$ cat src/rtl/bp_be_accel_ws_xor_core.sv
// Weight-stationary XOR compute core: two stationary weights, XOR pipeline,
// result block buffer and a beat streamer for the BE accelerator pipe.
//
// Ports:
//   clk_i, reset_i  clock, async active-high reset
//   op_i, data_i    op (ACLD0/ACLD1/WTLD0/WTLD1) and operand block, valid with v_i
//   v_i             op+data valid, always consumed
//   data_o, v_o     result beat and its valid
//   yumi_i          downstream takes the current beat
//   ready_o         credit available (occupancy < els_p)
//   overflow_o      sticky flag: an ACLD was dropped for lack of credit
module bp_be_accel_ws_xor_core #(
    parameter int block_width_p = 512,
    parameter int fill_width_p  = 128,
    parameter int els_p         = 2,
    parameter int stages_p      = 2
) (
    input  logic                     clk_i,
    input  logic                     reset_i,
    input  logic [1:0]               op_i,
    input  logic [block_width_p-1:0] data_i,
    input  logic                     v_i,
    output logic [fill_width_p-1:0]  data_o,
    output logic                     v_o,
    input  logic                     yumi_i,
    output logic                     ready_o,
    output logic                     overflow_o
);

    localparam int beats_lp  = block_width_p / fill_width_p;
    localparam int beat_w_lp = (beats_lp > 1) ? $clog2(beats_lp) : 1;
    localparam int ptr_w_lp  = (els_p > 1) ? $clog2(els_p) : 1;
    localparam int cnt_w_lp  = $clog2(els_p + 1);

    localparam logic [beat_w_lp-1:0] last_beat_lp = beat_w_lp'(beats_lp - 1);
    localparam logic [ptr_w_lp-1:0]  last_ptr_lp  = ptr_w_lp'(els_p - 1);
    localparam logic [cnt_w_lp-1:0]  els_lp       = cnt_w_lp'(els_p);
    localparam logic [cnt_w_lp-1:0]  one_lp       = cnt_w_lp'(1);

    typedef enum logic {
        e_empty,
        e_stream
    } state_e;

    // ------------------------------------------------------------------
    // Weights and issue
    // ------------------------------------------------------------------
    logic [block_width_p-1:0] w0;
    logic [block_width_p-1:0] w1;
    logic [block_width_p-1:0] xor_res;
    logic                     is_acld;
    logic                     issue;
    logic                     drop;
    logic [cnt_w_lp-1:0]      occ;

    assign ready_o = (occ < els_lp);
    assign is_acld = v_i & ~op_i[1];
    assign issue   = is_acld & ready_o;
    assign drop    = is_acld & ~ready_o;

    // Weight mux reads the registered value, so a WTLD is seen one cycle later
    assign xor_res = data_i ^ (op_i[0] ? w1 : w0);

    always_ff @(posedge clk_i or posedge reset_i) begin
        if (reset_i) begin
            w0         <= '0;
            w1         <= '0;
            overflow_o <= 1'b0;
        end else begin
            if (v_i && op_i[1]) begin
                if (op_i[0]) begin
                    w1 <= data_i;
                end else begin
                    w0 <= data_i;
                end
            end
            if (drop) begin
                overflow_o <= 1'b1;
            end
        end
    end

    // ------------------------------------------------------------------
    // XOR pipeline: stages_p-1 registers here, the buffer write is the last
    // ------------------------------------------------------------------
    logic                     exit_v;
    logic [block_width_p-1:0] exit_data;

    generate
        if (stages_p == 1) begin : g_direct
            assign exit_v    = issue;
            assign exit_data = xor_res;
        end else begin : g_pipe
            localparam int depth_lp = stages_p - 1;

            logic [depth_lp-1:0]      pv;
            logic [block_width_p-1:0] pd [depth_lp];

            always_ff @(posedge clk_i or posedge reset_i) begin
                if (reset_i) begin
                    pv <= '0;
                    for (int i = 0; i < depth_lp; i++) begin
                        pd[i] <= '0;
                    end
                end else begin
                    pv[0] <= issue;
                    pd[0] <= xor_res;
                    for (int i = 1; i < depth_lp; i++) begin
                        pv[i] <= pv[i-1];
                        pd[i] <= pd[i-1];
                    end
                end
            end

            assign exit_v    = pv[depth_lp-1];
            assign exit_data = pd[depth_lp-1];
        end
    endgenerate

    // ------------------------------------------------------------------
    // Result buffer
    // ------------------------------------------------------------------
    logic [block_width_p-1:0] mem [els_p];
    logic [ptr_w_lp-1:0]      wptr;
    logic [ptr_w_lp-1:0]      rptr;
    logic [cnt_w_lp-1:0]      bcnt;
    logic [beat_w_lp-1:0]     beat;
    logic                     pop;
    state_e                   state;

    assign pop = v_o & yumi_i & (beat == last_beat_lp);

    always_ff @(posedge clk_i) begin
        if (exit_v) begin
            mem[wptr] <= exit_data;
        end
    end

    always_ff @(posedge clk_i or posedge reset_i) begin
        if (reset_i) begin
            wptr <= '0;
            rptr <= '0;
            bcnt <= '0;
            occ  <= '0;
        end else begin
            if (exit_v) begin
                wptr <= (wptr == last_ptr_lp) ? '0 : wptr + ptr_w_lp'(1);
            end
            if (pop) begin
                rptr <= (rptr == last_ptr_lp) ? '0 : rptr + ptr_w_lp'(1);
            end
            unique case ({exit_v, pop})
                2'b10:   bcnt <= bcnt + one_lp;
                2'b01:   bcnt <= bcnt - one_lp;
                default: bcnt <= bcnt;
            endcase
            // Issue and last-beat release in one cycle cancel out
            unique case ({issue, pop})
                2'b10:   occ <= occ + one_lp;
                2'b01:   occ <= occ - one_lp;
                default: occ <= occ;
            endcase
        end
    end

    // ------------------------------------------------------------------
    // Output streamer
    // ------------------------------------------------------------------
    always_ff @(posedge clk_i or posedge reset_i) begin
        if (reset_i) begin
            state <= e_empty;
            beat  <= '0;
        end else begin
            unique case (state)
                e_empty: begin
                    if (exit_v) begin
                        state <= e_stream;
                    end
                end
                e_stream: begin
                    if (yumi_i) begin
                        if (beat == last_beat_lp) begin
                            beat <= '0;
                            if ((bcnt == one_lp) && !exit_v) begin
                                state <= e_empty;
                            end
                        end else begin
                            beat <= beat + beat_w_lp'(1);
                        end
                    end
                end
                default: state <= e_empty;
            endcase
        end
    end

    logic [beats_lp-1:0][fill_width_p-1:0] head;

    assign head   = mem[rptr];
    assign v_o    = (state == e_stream);
    assign data_o = v_o ? head[beat] : '0;

    always_ff @(posedge clk_i) begin
        if (!reset_i) begin
            assert (!(yumi_i && !v_o))
            else $error("yumi_i asserted while v_o is low");
        end
    end

endmodule

$ cat config.mk
export PLATFORM = sky130hd
export DESIGN_NAME = bp_be_accel_ws_xor_core
export DESIGN_NICKNAME = d
export VERILOG_FILES = /design/src/rtl/bp_be_accel_ws_xor_core.sv
export SDC_FILE = /design/constraint.sdc
export NUM_CORES = 2
export LEC_CHECK = 0
export ABC_AREA = 1
export ABC_CLOCK_PERIOD_IN_PS = 68600
export BUFFER_PORTS_ARGS = -buffer_cell sky130_fd_sc_hd__buf_2
export CAP_MARGIN = 20
export CORE_ASPECT_RATIO = 0.6
export CORE_UTILIZATION = 40
export DETAILED_ROUTE_END_ITERATION = 8
export PLACE_DENSITY = 0.65
export SYNTH_ARGS = -nofsm -noshare
export SYNTH_HDL_FRONTEND = slang
export SYNTH_SLANG_ARGS = --single-unit
$ cat constraint.sdc
create_clock -name clk_i -period 68.6 [get_ports clk_i]
set_clock_uncertainty 0.15 [all_clocks]
set_input_delay 10.29 -clock clk_i [delete_from_list [all_inputs] [get_ports clk_i]]
set_output_delay 10.29 -clock clk_i [all_outputs]
set_load 0.05 [all_outputs]
==> results_tabular.tex <==
\begin{tabular}{lr}
\hline
Metric & Value \\
\hline
\multicolumn{2}{l}{\textbf{STA}} \\
Endpoints failing setup & 0 \\
Number of hold-slack violations in the final timing report & 0 \\
Slew margin rel. & 0.177 \\
Fraction of the cycle the final worst path needs & 0.234 \\
Post-layout minimum cycle time & 16030 ps \\
Worst hold margin & 264 ps \\
Slew Limit Fails & 0 \\
Accumulated negative setup slack & 0 ps \\
Measured slew at the worst slew-check pin & 1230 ps \\
Fmax achieved & 0.0624 GHz \\
Unrepaired setup endpoints after global routing & no \\
\multicolumn{2}{l}{\textbf{Die}} \\
Initial core utilization & 0.404 \\
Core Footprint & 265000 um\^{}2 \\
Die Span X & 671 um \\
Number of top-level pins & 649 \\
Die Outline Area & 270000 um\^{}2 \\
Y dimension of the die & 403 um \\
Number of standard-cell rows in the floorplan & 146 \\
\multicolumn{2}{l}{\textbf{Worst setup path}} \\
Endpoint class of the critical path & primary output \\
Number of logic stages on the critical path including buffering & 10 \\
Setup slack of the worst register-to-register path & 64210 ps \\
Category of the critical setup timing path & reg2out \\
Worst r2r dst & mem[1][413]\$\_DFFE\_PP\_ \\
CP arrival & 5590 ps \\
Termination of the worst setup path & data\_o[83] \\
Largest fanout on the critical path & 138 \\
Crit path cell chain & inv\_8, buf\_12, buf\_4, buf\_4, nand2\_1, nand3\_1, nand3\_1, nand2\_1, nor2\_1, buf\_2 \\
Number of cells on the worst reg-to-reg path & 5 \\
Reg-to-reg startpoint & wptr\$\_DFFE\_PP0P\_ \\
Delay contributed by the slowest stage of the critical path & 840 ps \\
Critical path's top delay family & buffers and inverters \\
Required time at the worst-slack endpoint & 58160 ps \\
Startpoint types & flip-flop \\
Worst path buffer plus inverter count & 5 \\
Critical path launch point & rptr\$\_DFFE\_PP0P\_ \\
Slowest CP cell & sky130\_fd\_sc\_hd\_\_buf\_4 \\
\multicolumn{2}{l}{\textbf{Routing}} \\
Via count of the routed design & 70498 \\
Wire length per cell & 18.0 um \\
Detailed router's first-iteration violation count & 6221 \\
DRC viols & 0 \\
Average vias per placed instance & 4.65 \\
Antenna Nets Post-Route & 0 \\
Wire length after detailed routing & 273000 um \\
First-pass iteration count of the detailed router & 6 \\
\multicolumn{2}{l}{\textbf{Pwr}} \\
Leakage power & 0.0585 uW \\
Total power divided by cell area & 38.6 nW/um\^{}2 \\
IR Drop Worst-Case VDD & 45.9 uV \\
Total chip power & 4660 uW \\
\multicolumn{2}{l}{\textbf{Synthesis}} \\
Mean cell area of the mapped netlist & 9.78 um\^{}2 \\
Most common cell in the synthesized netlist & sky130\_fd\_sc\_hd\_\_nand2\_1 \\
Post-Synthesis Cell Area & 107000 um\^{}2 \\
Share of synthesized registers carrying an async set or reset & 0.602 \\
Synth warnings & 0 \\
Yosys top cell area share & 0.361 \\
Number of flops mapped to enable cells by yosys & 1024 \\
Cells after synthesis & 10974 \\
Main area contributors after synthesis & sky130\_fd\_sc\_hd\_\_dfrtp\_1 36\%, sky130\_fd\_sc\_hd\_\_edfxtp\_1 29\%, sky130\_fd\_sc\_hd\_\_nand2\_1 9.9\%, sky130\_fd\_sc\_hd\_\_inv\_1 7.2\%, sky130\_fd\_sc\_hd\_\_o21ai\_1 4.4\% \\
Most common flop cell mapped by yosys & sky130\_fd\_sc\_hd\_\_dfrtp\_1 \\
Cell types with the highest counts after synthesis & 2827 x sky130\_fd\_sc\_hd\_\_nand2\_1, 2057 x sky130\_fd\_sc\_hd\_\_inv\_1, 1547 x sky130\_fd\_sc\_hd\_\_dfrtp\_1, 1024 x sky130\_fd\_sc\_hd\_\_edfxtp\_1, 934 x sky130\_fd\_sc\_hd\_\_o21ai\_1 \\
Register area share after synthesis & 0.648 \\
Post-synth cell types & 22 \\
Cell accounting for the most synthesized area & sky130\_fd\_sc\_hd\_\_dfrtp\_1 \\
Post-synth net total & 11496 \\
Count of state elements after synthesis & 2571 \\
\multicolumn{2}{l}{\textbf{Flow run}} \\
Maximum capacitance violations & 0 \\
\multicolumn{2}{l}{\textbf{Global route}} \\
Global router's overall resource usage & 0.200 \\
Wire length of the first global-routing pass & 411000 um \\
Maximum number of pins on one net before global-route repair & 229 \\
Remaining Overflow, GRT & 0 \\
Antenna violations before repair & 93 \\
Vias in the first global route & 65609 \\
\multicolumn{2}{l}{\textbf{Clock network}} \\
CTS clk-pin slew, worst paths & 60 ps \\
Sink Count & 2571 \\
Count of H-tree levels built during CTS & 4 \\
Clock Latency Late Sink & 890 ps \\
CTS buffer count & 236 \\
CTS tree & built \\
Post-CTS Resized & 0 \\
Buffer count from post-CTS setup fixing & 0 \\
Cts-stage hold buffer count & 0 \\
Clock tree root buffer cell & sky130\_fd\_sc\_hd\_\_clkbuf\_16 \\
CTS Buffer Depth & 4 \\
\multicolumn{2}{l}{\textbf{Placed design}} \\
Post-detailed-placement half-perimeter wirelength & 178000 um \\
Number of input and output port buffers inserted & 648 \\
GPL Wtd Cong & 0.782 \\
Post-detailed-placement cell area & 113000 um\^{}2 \\
\multicolumn{2}{l}{\textbf{Layout}} \\
Growth of design area from synthesis to finish & 12.6\% \\
Filler cell count in the final layout & 24735 \\
Final instance area & 121000 um\^{}2 \\
Final net count & 11912 \\
Fraction of layout instances using a drive strength above 1 & 0.0950 \\
\multicolumn{2}{l}{\textbf{Min path}} \\
Worst hold path class & reg2reg \\
\multicolumn{2}{l}{\textbf{Run status}} \\
Run status & finished, final reports clean \\
\hline
\end{tabular}
-- per-layer routing --
metal / track usage / vias up / share of wire
met1: 0.271 / 33275 / 0.43
li1: - / 34866 / -
met5: 0 / - / 0.00082
met2: 0.315 / 1834 / 0.47
met4: 0.0930 / 36 / 0.045
met3: 0.0355 / 487 / 0.059
-- placed cells by master, fill, tap and decap left out, types with 2 or more instances in the layout --
| cell | synthesis | layout |
|---|---|---|
| sky130_fd_sc_hd__o21ai_1 | 934 | 934 |
| sky130_fd_sc_hd__bufinv_16 | 0 | 12 |
| sky130_fd_sc_hd__buf_12 | 0 | 16 |
| sky130_fd_sc_hd__xnor2_1 | 2 | 2 |
| sky130_fd_sc_hd__nor2_1 | 258 | 257 |
| sky130_fd_sc_hd__inv_1 | 2057 | 2055 |
| sky130_fd_sc_hd__inv_16 | 0 | 2 |
| sky130_fd_sc_hd__ha_1 | 4 | 4 |
| sky130_fd_sc_hd__xor2_1 | 516 | 516 |
| sky130_fd_sc_hd__edfxtp_1 | 1024 | 1024 |
| sky130_fd_sc_hd__nand2_1 | 2827 | 2827 |
| sky130_fd_sc_hd__buf_4 | 17 | 67 |
| sky130_fd_sc_hd__inv_8 | 0 | 8 |
| sky130_fd_sc_hd__dfrtp_4 | 0 | 4 |
| sky130_fd_sc_hd__dfrtp_1 | 1547 | 1543 |
| sky130_fd_sc_hd__diode_2 | 0 | 27 |
| sky130_fd_sc_hd__clkinv_1 | 1 | 13 |
| sky130_fd_sc_hd__inv_4 | 0 | 3 |
| sky130_fd_sc_hd__clkbuf_8 | 0 | 41 |
| sky130_fd_sc_hd__clkbuf_16 | 0 | 247 |
| sky130_fd_sc_hd__buf_2 | 154 | 647 |
| sky130_fd_sc_hd__clkinv_2 | 0 | 38 |
| sky130_fd_sc_hd__clkbuf_1 | 241 | 65 |
| sky130_fd_sc_hd__inv_6 | 0 | 2 |
| sky130_fd_sc_hd__clkinvlp_4 | 0 | 5 |
| sky130_fd_sc_hd__o21ai_0 | 605 | 605 |
| sky130_fd_sc_hd__nand3_1 | 641 | 641 |
| sky130_fd_sc_hd__clkinv_8 | 0 | 2 |
-- worst register-to-register path: stages, from the launching register on --
cell,delay (ps)
sky130_fd_sc_hd__dfrtp_1,420
sky130_fd_sc_hd__nand2_1,160
sky130_fd_sc_hd__inv_8,660
sky130_fd_sc_hd__buf_4,790
sky130_fd_sc_hd__buf_12,540
sky130_fd_sc_hd__buf_4,1210
-- metrics by stage --
| stage | worst slack (ps) | std cells | util |
|---|---|---|---|
| after floorplan | 14520 | 10974 | - |
| after global placement | 52990 | 14704 | 0.426 |
| after detailed placement | 52950 | 14704 | 0.426 |
| after CTS | 52420 | 15140 | 0.455 |
| after global routing | 52250 | 15161 | 0.455 |
| final | 52570 | 15167 | 0.455 |
-- registers in the layout, summed over array words and instances, names as in the netlist, 2 cells and up --
register	flops
bcnt	2
beat	2
occ	2
w0	512
exit_data	512
w1	512
mem	1024
-- final cells by class --
cell class,instances,area [um^2],area share
diodes,27,67.6,0.000559
multi-input cells,5791,27100,0.225
inverters,2059,7760,0.0642
flip-flops and latches,2571,69500,0.575
repair buffers,731,4080,0.0338
clock buffers,353,6990,0.0579
clock inverters,83,830,0.00687
well taps,3552,4440,0.0368
-- cell families after synthesis --
family | Yosys count | synth area share
DFF | 2571 | 0.648
and+or+nand+nor | 3728 | 0.138
AOI/OAI and AO/OA | 1541 | 0.0719
buffers and inverters | 2612 | 0.0997
xor gates and xnor gates | 518 | 0.0423
adders and majority gates | 4 | 0.000467
-- power breakdown --
group / internal [uW] / switching [uW]
logic: 316 / 1040
registers: 1860 / 115
clock network: 751 / 581
-- how the worst min path moves through the flow --
stage                                        start               endpoint  slack (ps)  cells past startpoint
after detailed placement   exit_data[88]$_DFF_PP0_   mem[1][88]$_DFFE_PP_         280                      0
final                     exit_data[222]$_DFF_PP0_  mem[0][222]$_DFFE_PP_         260                      0
after global routing      exit_data[143]$_DFF_PP0_  mem[1][143]$_DFFE_PP_         270                      0
after floorplan             exit_data[0]$_DFF_PP0_    mem[0][0]$_DFFE_PP_         270                      0
after CTS                 exit_data[143]$_DFF_PP0_  mem[1][143]$_DFFE_PP_         240                      0
after global placement      exit_data[1]$_DFF_PP0_    mem[0][1]$_DFFE_PP_         270                      0
No activity file was read; power rests on OpenSTA's default activity.
